`src/rtl/cpu_mem_responder_if.sv`:
```
// CPU-side request/response bus between the Tron core and the memory responder.
// master = CPU (drives requests), slave = responder (drives status and results).
interface cpu_mem_responder_if #(
  parameter int ADDR_W = 16,
  parameter int DATA_W = 16
);
  logic              req;
  logic              fetch;
  logic              we;
  logic [ADDR_W-1:0] pc;
  logic [ADDR_W-1:0] data_addr;
  logic [DATA_W-1:0] wdata;
  logic              ready;
  logic              ack;
  logic [DATA_W-1:0] instruction;
  logic [DATA_W-1:0] mem_data;

  modport master (
    output req, fetch, we, pc, data_addr, wdata,
    input  ready, ack, instruction, mem_data
  );

  modport slave (
    input  req, fetch, we, pc, data_addr, wdata,
    output ready, ack, instruction, mem_data
  );
endinterface

```
`src/rtl/cpu_mem_responder.sv`:
```
// Memory-side responder for Tron: sequences a synchronous single-port RAM for
// fetch/load/store requests and owns the memory-mapped LED register.
//
// state | meaning
// IDLE  | waiting for a request
// WRITE | RAM write enable high for one cycle
// READ  | waiting out RAM read latency, then capture
// LEDRD | copying LED register into mem_data
// DONE  | ack pulse; may accept the next request
module cpu_mem_responder #(
  parameter int              ADDR_W   = 16,
  parameter int              DATA_W   = 16,
  parameter int              RD_LAT   = 1,
  parameter logic [ADDR_W-1:0] LED_ADDR = {ADDR_W{1'b1}}
) (
  input  logic                clk,
  input  logic                reset,
  cpu_mem_responder_if.slave  bus,
  output logic [ADDR_W-1:0]   ram_addr,
  output logic [DATA_W-1:0]   ram_wdata,
  output logic                ram_we,
  input  logic [DATA_W-1:0]   ram_rdata,
  output logic [15:0]         LED
);

  localparam int CNT_W = 3;

  typedef enum logic [2:0] {IDLE, WRITE, READ, LEDRD, DONE} state_t;

  state_t              state_q, state_d;
  logic [CNT_W-1:0]    cnt;
  logic                is_fetch;
  logic [DATA_W-1:0]   instr_q;
  logic [DATA_W-1:0]   mdata_q;
  logic                ready;
  logic                ack;
  logic [ADDR_W-1:0]   addr_sel;
  logic                is_store;
  logic                is_led;
  logic                accept;

  always_comb begin
    addr_sel = bus.fetch ? bus.pc : bus.data_addr;
    is_store = ~bus.fetch & bus.we;
    // Only data accesses decode the LED address; fetches always go to RAM.
    is_led   = ~bus.fetch & (addr_sel == LED_ADDR);
    accept   = bus.req & ready;
  end

  always_ff @(posedge clk or posedge reset) begin
    if (reset) state_q <= IDLE;
    else       state_q <= state_d;
  end

  always_comb begin
    state_d = state_q;
    case (state_q)
      IDLE, DONE: begin
        if (accept) begin
          if (is_store && is_led) state_d = DONE;
          else if (is_store)      state_d = WRITE;
          else if (is_led)        state_d = LEDRD;
          else                    state_d = READ;
        end else begin
          state_d = IDLE;
        end
      end
      WRITE, LEDRD: state_d = DONE;
      READ:         if (cnt == '0) state_d = DONE;
      default:      state_d = IDLE;
    endcase
  end

  always_comb begin
    ready = (state_q == IDLE) || (state_q == DONE);
    ack   = (state_q == DONE);
  end

  always_ff @(posedge clk or posedge reset) begin
    if (reset) begin
      cnt       <= '0;
      is_fetch  <= 1'b0;
      ram_addr  <= '0;
      ram_wdata <= '0;
      ram_we    <= 1'b0;
      LED       <= '0;
      instr_q   <= '0;
      mdata_q   <= '0;
    end else begin
      case (state_q)
        IDLE, DONE: begin
          if (accept) begin
            is_fetch <= bus.fetch;
            cnt      <= CNT_W'(RD_LAT);
            ram_we   <= is_store & ~is_led;
            if (is_store && is_led) begin
              LED <= 16'(bus.wdata);
            end else if (!is_led) begin
              ram_addr <= addr_sel;
              if (is_store) ram_wdata <= bus.wdata;
            end
          end
        end
        WRITE: ram_we <= 1'b0;
        LEDRD: mdata_q <= DATA_W'(LED);
        READ: begin
          // RAM sampled the address on the first READ edge; terminal count
          // means its data is now stable.
          if (cnt == '0) begin
            if (is_fetch) instr_q <= ram_rdata;
            else          mdata_q <= ram_rdata;
          end else begin
            cnt <= cnt - CNT_W'(1);
          end
        end
        default: ;
      endcase
    end
  end

  assign bus.ready       = ready;
  assign bus.ack         = ack;
  assign bus.instruction = instr_q;
  assign bus.mem_data    = mdata_q;

endmodule

```
`src/flat_wrapper.sv`:
```
// flat-port wrapper written by rule: the top's interface ports become plain ports
module cpu_mem_responder_flat 
#(
  parameter int              ADDR_W   = 16,
  parameter int              DATA_W   = 16,
  parameter int              RD_LAT   = 1,
  parameter logic [ADDR_W-1:0] LED_ADDR = {ADDR_W{1'b1}}
)
  (clk, reset, ram_addr, ram_wdata, ram_we, ram_rdata, LED, bus_req, bus_fetch, bus_we, bus_pc, bus_data_addr, bus_wdata, bus_ready, bus_ack, bus_instruction, bus_mem_data);
  cpu_mem_responder_if #(.ADDR_W(ADDR_W), .DATA_W(DATA_W)) bus_i ();
  input  logic clk;
  input  logic reset;
  output logic [ADDR_W-1:0] ram_addr;
  output logic [DATA_W-1:0] ram_wdata;
  output logic ram_we;
  input  logic [DATA_W-1:0] ram_rdata;
  output logic [15:0] LED;
  input wire logic [$bits(bus_i.req)-1:0] bus_req;
  input wire logic [$bits(bus_i.fetch)-1:0] bus_fetch;
  input wire logic [$bits(bus_i.we)-1:0] bus_we;
  input wire logic [$bits(bus_i.pc)-1:0] bus_pc;
  input wire logic [$bits(bus_i.data_addr)-1:0] bus_data_addr;
  input wire logic [$bits(bus_i.wdata)-1:0] bus_wdata;
  output wire logic [$bits(bus_i.ready)-1:0] bus_ready;
  output wire logic [$bits(bus_i.ack)-1:0] bus_ack;
  output wire logic [$bits(bus_i.instruction)-1:0] bus_instruction;
  output wire logic [$bits(bus_i.mem_data)-1:0] bus_mem_data;
  assign bus_i.req = bus_req;
  assign bus_i.fetch = bus_fetch;
  assign bus_i.we = bus_we;
  assign bus_i.pc = bus_pc;
  assign bus_i.data_addr = bus_data_addr;
  assign bus_i.wdata = bus_wdata;
  assign bus_ready = bus_i.ready;
  assign bus_ack = bus_i.ack;
  assign bus_instruction = bus_i.instruction;
  assign bus_mem_data = bus_i.mem_data;
  cpu_mem_responder #(.ADDR_W(ADDR_W), .DATA_W(DATA_W), .RD_LAT(RD_LAT), .LED_ADDR(LED_ADDR)) u_core (.clk(clk), .reset(reset), .bus(bus_i), .ram_addr(ram_addr), .ram_wdata(ram_wdata), .ram_we(ram_we), .ram_rdata(ram_rdata), .LED(LED));
endmodule
```
`config.mk`:
```
export PLATFORM = sky130hd
export DESIGN_NAME = cpu_mem_responder_flat
export DESIGN_NICKNAME = d
export VERILOG_FILES = /design/src/rtl/cpu_mem_responder_if.sv /design/src/rtl/cpu_mem_responder.sv /design/src/flat_wrapper.sv
export SDC_FILE = /design/constraint.sdc
export NUM_CORES = 1
export LEC_CHECK = 0
export ABC_AREA = 1
export CAP_MARGIN = 0
export CELL_PAD_IN_SITES_DETAIL_PLACEMENT = 0
export CELL_PAD_IN_SITES_GLOBAL_PLACEMENT = 1
export CORE_UTILIZATION = 29
export CTS_BUF_LIST = sky130_fd_sc_hd__clkbuf_8 sky130_fd_sc_hd__clkbuf_16
export CTS_CLUSTER_DIAMETER = 100
export DETAILED_ROUTE_END_ITERATION = 12
export PLACE_DENSITY = 0.76
export SLEW_MARGIN = 10
export SYNTH_ARGS = -nofsm -noshare
export SYNTH_HDL_FRONTEND = slang
export SYNTH_SLANG_ARGS = --single-unit
export TNS_END_PERCENT = 10
```
`constraint.sdc`:
```
create_clock -name clk -period 2.7 [get_ports clk]
set_clock_uncertainty 0.05 [all_clocks]
set_input_delay 0.27 -clock clk [delete_from_list [all_inputs] [get_ports clk]]
set_output_delay 0.27 -clock clk [all_outputs]
set_load 0.01 [all_outputs]
```
==> impl_metrics.csv, run 1 <==
group,metric,value,unit
run_status,run_status,"finished clean",
yosys,mean_syn_cell_area,8.836,sq um
power_and_ir_drop,ir_worst_vdd,324.5,uV
yosys,ys_seq_area_share,55.38,%
critical_path,start_kind,"primary input",
yosys,synth.area.top_cells,"sky130_fd_sc_hd__dfrtp_1 (55%), sky130_fd_sc_hd__nand2_1 (12%), sky130_fd_sc_hd__o21ai_0 (5.5%)",
cts,post_cts.repair.setup_buffers,0,
timing,timing.setup.tns,0,ns
finish,area.growth.synth_to_final,49.53,%
yosys,synth_cells,450,
power_and_ir_drop,total_leakage_power,2.825,nW
routing,wl_per_cell,13.86,um
critical_path,path_common_cell,"sky130_fd_sc_hd__nand2_1",
critical_path,rrSetupSlack,0.78,ns
global_route,grt_pass1_wl,17.84,mm
critical_path,rr_worst_depth,8,
job,maxCapViolCount,0,
yosys,syn-cell-area,3976,sq um
yosys,synth.largest_area_cell,"sky130_fd_sc_hd__dfrtp_1",
yosys,flip_flop_and_latch_count_after_synthesis,88,
yosys,syn-num-nets,523,
cts,cts-buffers-inserted,9,
yosys,count_of_unique_library_cells_instantiated_by_yosys,27,
die,placement_rows,42,
timing,period_needed,2.280,ns
cts,post_cts_hold_buffer_count,0,
critical_path,rr_startpoint,"u_core.cnt[0]",
timing,timing_hold_violations_final,0,
cts,clock_tree.root_cell,"sky130_fd_sc_hd__clkbuf_16",
finish,layout.nets,672,
die,boundaryPins,152,
cts,tritoncts_num_sinks,88,
global_route,grt_max_degree,35,
critical_path,critical_path_required,2.87,ns
power_and_ir_drop,finalPower,5.715,mW
cts,clock_insertion_delay_at_the_later_pin_of_the_skew_report,0.33,ns
yosys,synthDominantCellAreaShare,55.38,%
placement,gpl.final_weighted_congestion,0.8470,
timing,worst-slew-pin-transition,1.071,ns
cts,postCtsResizedCells,0,
yosys,synthMostInstantiatedCell,"sky130_fd_sc_hd__nand2_1",
die,initial_core_util,29.91,%
yosys,asyncSetResetFlopFracSynth,100.0,%
timing,setup_viol_count_final,0,
routing,route.detailed.drc,0,
timing,slew_violations,0,
power_and_ir_drop,power.density_cell_area,961.3,nW/um^2
yosys,yosys_warnings,0,
routing,detail_route.wirelength,10.81,mm
routing,detail-route-antenna-nets,0,
placement,port_buffers,151,
critical_path,worst_setup_path_startpoint,"bus_fetch",
die,die_height,119.1,um
global_route,grt_antenna_before_repair,0,
critical_path,crit_arrival,2.45,ns
yosys,synth_enable_flop_cells,0,
die,die_footprint,14180,sq um
die,design.core.area,13300,sq um
cts,ctsHtreeMaxLevel,3,
yosys,synth_top_cells_by_count,"sky130_fd_sc_hd__nand2_1 (130), sky130_fd_sc_hd__dfrtp_1 (88), sky130_fd_sc_hd__inv_1 (51)",
finish,post_route_cells_drive_above_1_share,8.775,%
routing,drt_iter0_markers,159,
routing,routed-via-count,3487,
timing,timing.fmax,438.6,MHz
timing,timing.slew.headroom,28.62,%
global_route,globalRoute.totalOverflow,0,
critical_path,slowest_delay,0.55,ns
placement,detailed_place_hpwl,8.228,mm
min_path,worstHoldPathType,"primary input to async pin",
critical_path,crit_path_cell_trace,"clkdlybuf4s50_1 > buf_4 > nand2_1 > nand2_1 > nor2_1 > nand2_1 > nor2_1 > nand2_2 > inv_1 > ha_1 > nor2_4 > nand3_2 > nand2_1 > nand2_1",
yosys,yosys_most_used_dff,"sky130_fd_sc_hd__dfrtp_1",
finish,antenna_cells,0,
timing,rsz_0062_raised_after_global_routing,"false",
critical_path,critical-path-slowest-cell,"sky130_fd_sc_hd__clkdlybuf4s50_1",
cts,tritoncts,"done",
finish,n_fill_cell,1307,
die,chipWidth,119.1,um
critical_path,crit_fanout,16,
routing,drt_pre_antenna_iters,4,
critical_path,endpoint_kind,"flip-flop",
cts,cts.reportedPaths.clkPinSlew,0.06,ns
critical_path,timing.rr.end,"u_core.bus.mem_data[12]",
routing,via_cell_ratio,4.471,
global_route,first_global_vias,3437,
global_route,globalRouteTotalUtil,15.96,%
critical_path,critical_path_class,"primary input to flip-flop",
timing,final_min_period_over_clock_period,84.45,%
cts,cts.path.max_buffers,2,
kinds of logic after synthesis:
logic type / synth area share [%]
DFF: 55.38
and+or+nand+nor: 20.58
buffers and inverters: 8.433
muxes: 5.035
AOI/OAI and AO/OA: 9.314
adders and majority gates: 1.259
layout make-up:
class	count	area (sq um)	area share, %
Tap cell	176	220.2	3.704
Timing Repair Buffer	160	1592	26.77
Clock buffer	9	225.2	3.788
Sequential cell	88	2202	37.04
Clock inverter	7	47.55	0.7997
Multi-Input combinational cell	287	1456	24.50
Inverter	53	202.7	3.409
through the flow:
| stage | util (%) | instance area, sq um | std cells | hold WS [ns] | setup WS (ns) |
|---|---|---|---|---|---|
| finish | 44.72 | 5946 | 780 | 0.2718 | 0.4198 |
| global route | 44.72 | 5946 | 780 | 0.3282 | 0.1208 |
| CTS | 44.72 | 5946 | 780 | 0.2873 | 0.3583 |
| detailed placement | 42.67 | 5673 | 764 | 0.4073 | -0.002470 |
| global placement | 42.67 | 5673 | 764 | 0.4072 | 0.04890 |
| floorplan | - | 3976 | 450 | 0.3692 | 0.1014 |
worst max path at each step:
| stage | slack [ns] | endpoint |
|---|---|---|
| 6_report | 0.42 | u_core.ram_wdata[3] |
| 3_3_place_gp | 0.05 | u_core.ram_wdata[15] |
| 5_1_grt | 0.12 | u_core.ram_wdata[6] |
| 3_5_place_dp | -0.002 | u_core.ram_wdata[15] |
| 2_1_floorplan | 0.10 | u_core.LED[0] |
| 4_1_cts | 0.36 | u_core.ram_wdata[3] |
cells in the final DEF, fill, tap and decap left out, types with 8 or more instances in the layout:
master / n
sky130_fd_sc_hd__dfrtp_1: 88
sky130_fd_sc_hd__nand4_1: 16
sky130_fd_sc_hd__nor2_1: 31
sky130_fd_sc_hd__inv_1: 50
sky130_fd_sc_hd__nand2_1: 130
sky130_fd_sc_hd__a21oi_1: 19
sky130_fd_sc_hd__o21ai_0: 44
sky130_fd_sc_hd__mux2_2: 16
sky130_fd_sc_hd__clkbuf_16: 9
sky130_fd_sc_hd__buf_4: 8
sky130_fd_sc_hd__clkdlybuf4s50_1: 151
critical path, delay by kind of cell:
family,cells,cell delay (ns)
adder cells (fa/ha/maj),1,0.24
buffers and inverters,3,0.80
AND/OR/NAND/NOR,10,1.12
layer usage:
layer,wire (um),up-vias,GRT usage (%)
met5,0,-,0
met4,139,0,5.301
met3,1015,11,5.268
met2,4651,143,24.49
met1,5006,1600,21.05
li1,-,1733,-
where the power goes:
| part | switching [mW] | internal, mW |
|---|---|---|
| Clock | 0.518 | 0.623 |
| Sequential | 0.317 | 1.85 |
| Combinational | 1.13 | 1.28 |
state kept, by name (all words and copies together) (netlist names):
signal                  count
u_core.LED                 16
u_core.bus.instruction     16
u_core.bus.mem_data        16
u_core.ram_addr            16
u_core.ram_wdata           16
u_core.cnt                  3
u_core.state_q              3
u_core.is_fetch             1
u_core.ram_we               1
Power figures use the tool's default switching activity.
==> inputs of run 2 (changes only) <==
- CORE_UTILIZATION: 29 -> 32
- PLACE_DENSITY: 0.76 -> 0.79
- clock period: 2.7 -> 2.2 ns (I/O delays scaled with it)
==> run 2 against run 1 <==
Compared with the run above:
- sequential cell count unchanged
- setup slack got worse by 0.19 ns
- register-to-register slack lost 0.31 ns
- clock power up 44%
- final area is 2.7% higher
- first-iteration DRC count rose by 52%
- critical path depth shrank 10
- die area decreased by 9.2%
- utilization rose by 5.9 points
- total power grew 28%
- sequential share of layout area decreased by 0.97 points
==> impl_metrics.csv, run 2 (same netlist as run 1, synthesis figures left out) <==
group,metric,value,unit
die,chipWidth,113.5,um
placement,gpl.final_weighted_congestion,0.8753,
placement,place_worst_setup_slack,-0.1887,ns
global_route,grt_max_degree,89,
finish,layout.cells.most_common_list,"sky130_fd_sc_hd__clkdlybuf4s50_1 (150), sky130_fd_sc_hd__nand2_1 (130), sky130_fd_sc_hd__dfrtp_1 (88), sky130_fd_sc_hd__inv_1 (51), sky130_fd_sc_hd__o21ai_0 (44)",
routing,detail_route.wirelength,10.56,mm
critical_path,crit_arrival,1.70,ns
finish,layout.nets,682,
timing,setup_viol_count_final,0,
critical_path,critical_path_required,1.93,ns
cts,post_cts.repair.setup_buffers,0,
timing,timing_hold_violations_final,0,
timing,timing.final.ws_setup,0.2305,ns
finish,area.growth.synth_to_final,53.56,%
cts,clock_insertion_delay_at_the_later_pin_of_the_skew_report,0.33,ns
die,die_height,113.5,um
die,placement_rows,40,
routing,detail-route-antenna-nets,0,
finish,post_route_cells_drive_above_1_share,9.951,%
cts,cts-buffers-inserted,9,
placement,port_buffers,151,
global_route,globalRouteTotalUtil,17.32,%
power_and_ir_drop,ir_worst_vdd,433.8,uV
finish,layout.cells.most_common,"sky130_fd_sc_hd__clkdlybuf4s50_1",
routing,wl_per_cell,13.52,um
timing,worst-slew-pin-transition,0.4669,ns
power_and_ir_drop,power.density_cell_area,1198,nW/um^2
critical_path,crit_fanout,5,
timing,slew_violations,0,
cts,tritoncts,"done",
global_route,globalRoute.totalOverflow,0,
timing,final_min_period_over_clock_period,89.52,%
critical_path,endpoint_kind,"output pin",
die,initial_core_util,32.97,%
routing,via_cell_ratio,4.479,
timing,rsz_0062_raised_after_global_routing,"false",
cts,post_cts_hold_buffer_count,0,
cts,ctsHtreeMaxLevel,3,
timing,fin_hold_ws,0.3183,ns
global_route,first_global_vias,3500,
power_and_ir_drop,total_leakage_power,2.929,nW
min_path,worstHoldPathType,"primary input to async pin",
job,maxCapViolCount,0,
routing,route.detailed.drc,0,
cts,tritoncts_num_sinks,88,
timing,timing.fmax,507.7,MHz
power_and_ir_drop,finalPower,7.316,mW
die,design.core.area,12060,sq um
finish,antenna_cells,0,
global_route,grt_antenna_before_repair,0,
run_status,run_status,"finished clean",
critical_path,start_kind,"flip-flop",
finish,final_area,6106,sq um
routing,drt_pre_antenna_iters,4,
die,boundaryPins,152,
cts,clock_tree.root_cell,"sky130_fd_sc_hd__clkbuf_16",
routing,routed-via-count,3498,
cts,cts.reportedPaths.clkPinSlew,0.06,ns
global_route,grt_pass1_wl,17.57,mm
critical_path,critical_path_class,"flip-flop to output pin",
timing,timing.slew.headroom,68.87,%
die,die_footprint,12880,sq um
timing,timing.setup.tns,0,ns
placement,detailed_place_hpwl,7.882,mm
routing,drt_iter0_markers,241,
cts,cts.path.max_buffers,2,
placement,placed_cell_area,5778,sq um
timing,period_needed,1.970,ns
run 2: changes by cell type in the layout (fill, tap and decap cells not counted), sizes merged:
cell,previous run,this run
clkbuf,9,11
bufinv,0,2
clkdlybuf4s50,151,150
clkinvlp,2,1
buf,9,19
clkinv,5,1
dlymetal6s2s,0,1
run 2: timing repair:
action	4_1_cts	5_1_grt
gates resized for setup	0	2
hold endpoints to repair	0	0
endpoints found under the setup margin	0	30
run 2: final timing paths:
| path | startpoint | endpoint | slack, ns | cells past startpoint |
|---|---|---|---|---|
| max in group asynchronous | reset | u_core.bus.instruction[7] | 1.42 | 3 |
| min in group clk | bus_fetch | u_core.ram_addr[13] | 0.40 | 5 |
| max | u_core.state_q[0] | bus_ack | 0.23 | 4 |
| min reg2reg | u_core.ram_wdata[2] | u_core.ram_wdata[2] | 0.42 | 2 |
| min | reset | u_core.ram_addr[0] | 0.32 | 3 |
| max reg2reg | u_core.cnt[0] | u_core.bus.mem_data[13] | 0.47 | 9 |
run 2: area by class of cell:
| type | count | area [sq um] |
|---|---|---|
| repair buffers | 170 | 1710 |
| clock inverters | 4 | 68.82 |
| fillers | 1155 | 5956 |
| multi-input cells | 287 | 1456 |
| well taps | 168 | 210.2 |
| clock buffers | 11 | 252.7 |
| flip-flops and latches | 88 | 2202 |
| inverters | 53 | 205.2 |
run 2: routing by layer:
metal | wire length (um) | global-route usage (%) | share of wire (%) | vias to the layer above
li1 | - | - | - | 1745
met1 | 5148 | 24.02 | 49 | 1594
met2 | 4504 | 26.50 | 43 | 146
met3 | 733 | 3.719 | 6.9 | 13
met4 | 170 | 6.667 | 1.6 | 0
met5 | 0 | 0 | 0 | -
run 2: power by group:
part	switching, mW	leakage, nW	total, mW	internal [mW]
sequential	0.398	1.08	2.67	2.27
clock	0.598	0.163	1.64	1.04
combinational	1.39	1.68	3.00	1.62
run 2: worst max-delay path, stage by stage (launching register included):
cell and delay, ns:
sky130_fd_sc_hd__dfrtp_1 0.44, sky130_fd_sc_hd__nor2_1 0.18, sky130_fd_sc_hd__inv_1 0.10, sky130_fd_sc_hd__nor2_1 0.10
sky130_fd_sc_hd__clkdlybuf4s50_1 0.55
run 2: per-stage QoR:
| stage | cells | util, % |
|---|---|---|
| final | 781 | 50.62 |
| after global routing | 781 | 50.62 |
| after CTS | 781 | 50.57 |
| after detailed placement | 766 | 47.90 |
| after global placement | 766 | 47.90 |
| after floorplan | 450 | - |
==> inputs of run 3 (changes only) <==
- HOLD_SLACK_MARGIN: default -> 0.02
==> results of run 3 <==
Final layout, timing and power as in run 2 (identical DEF).
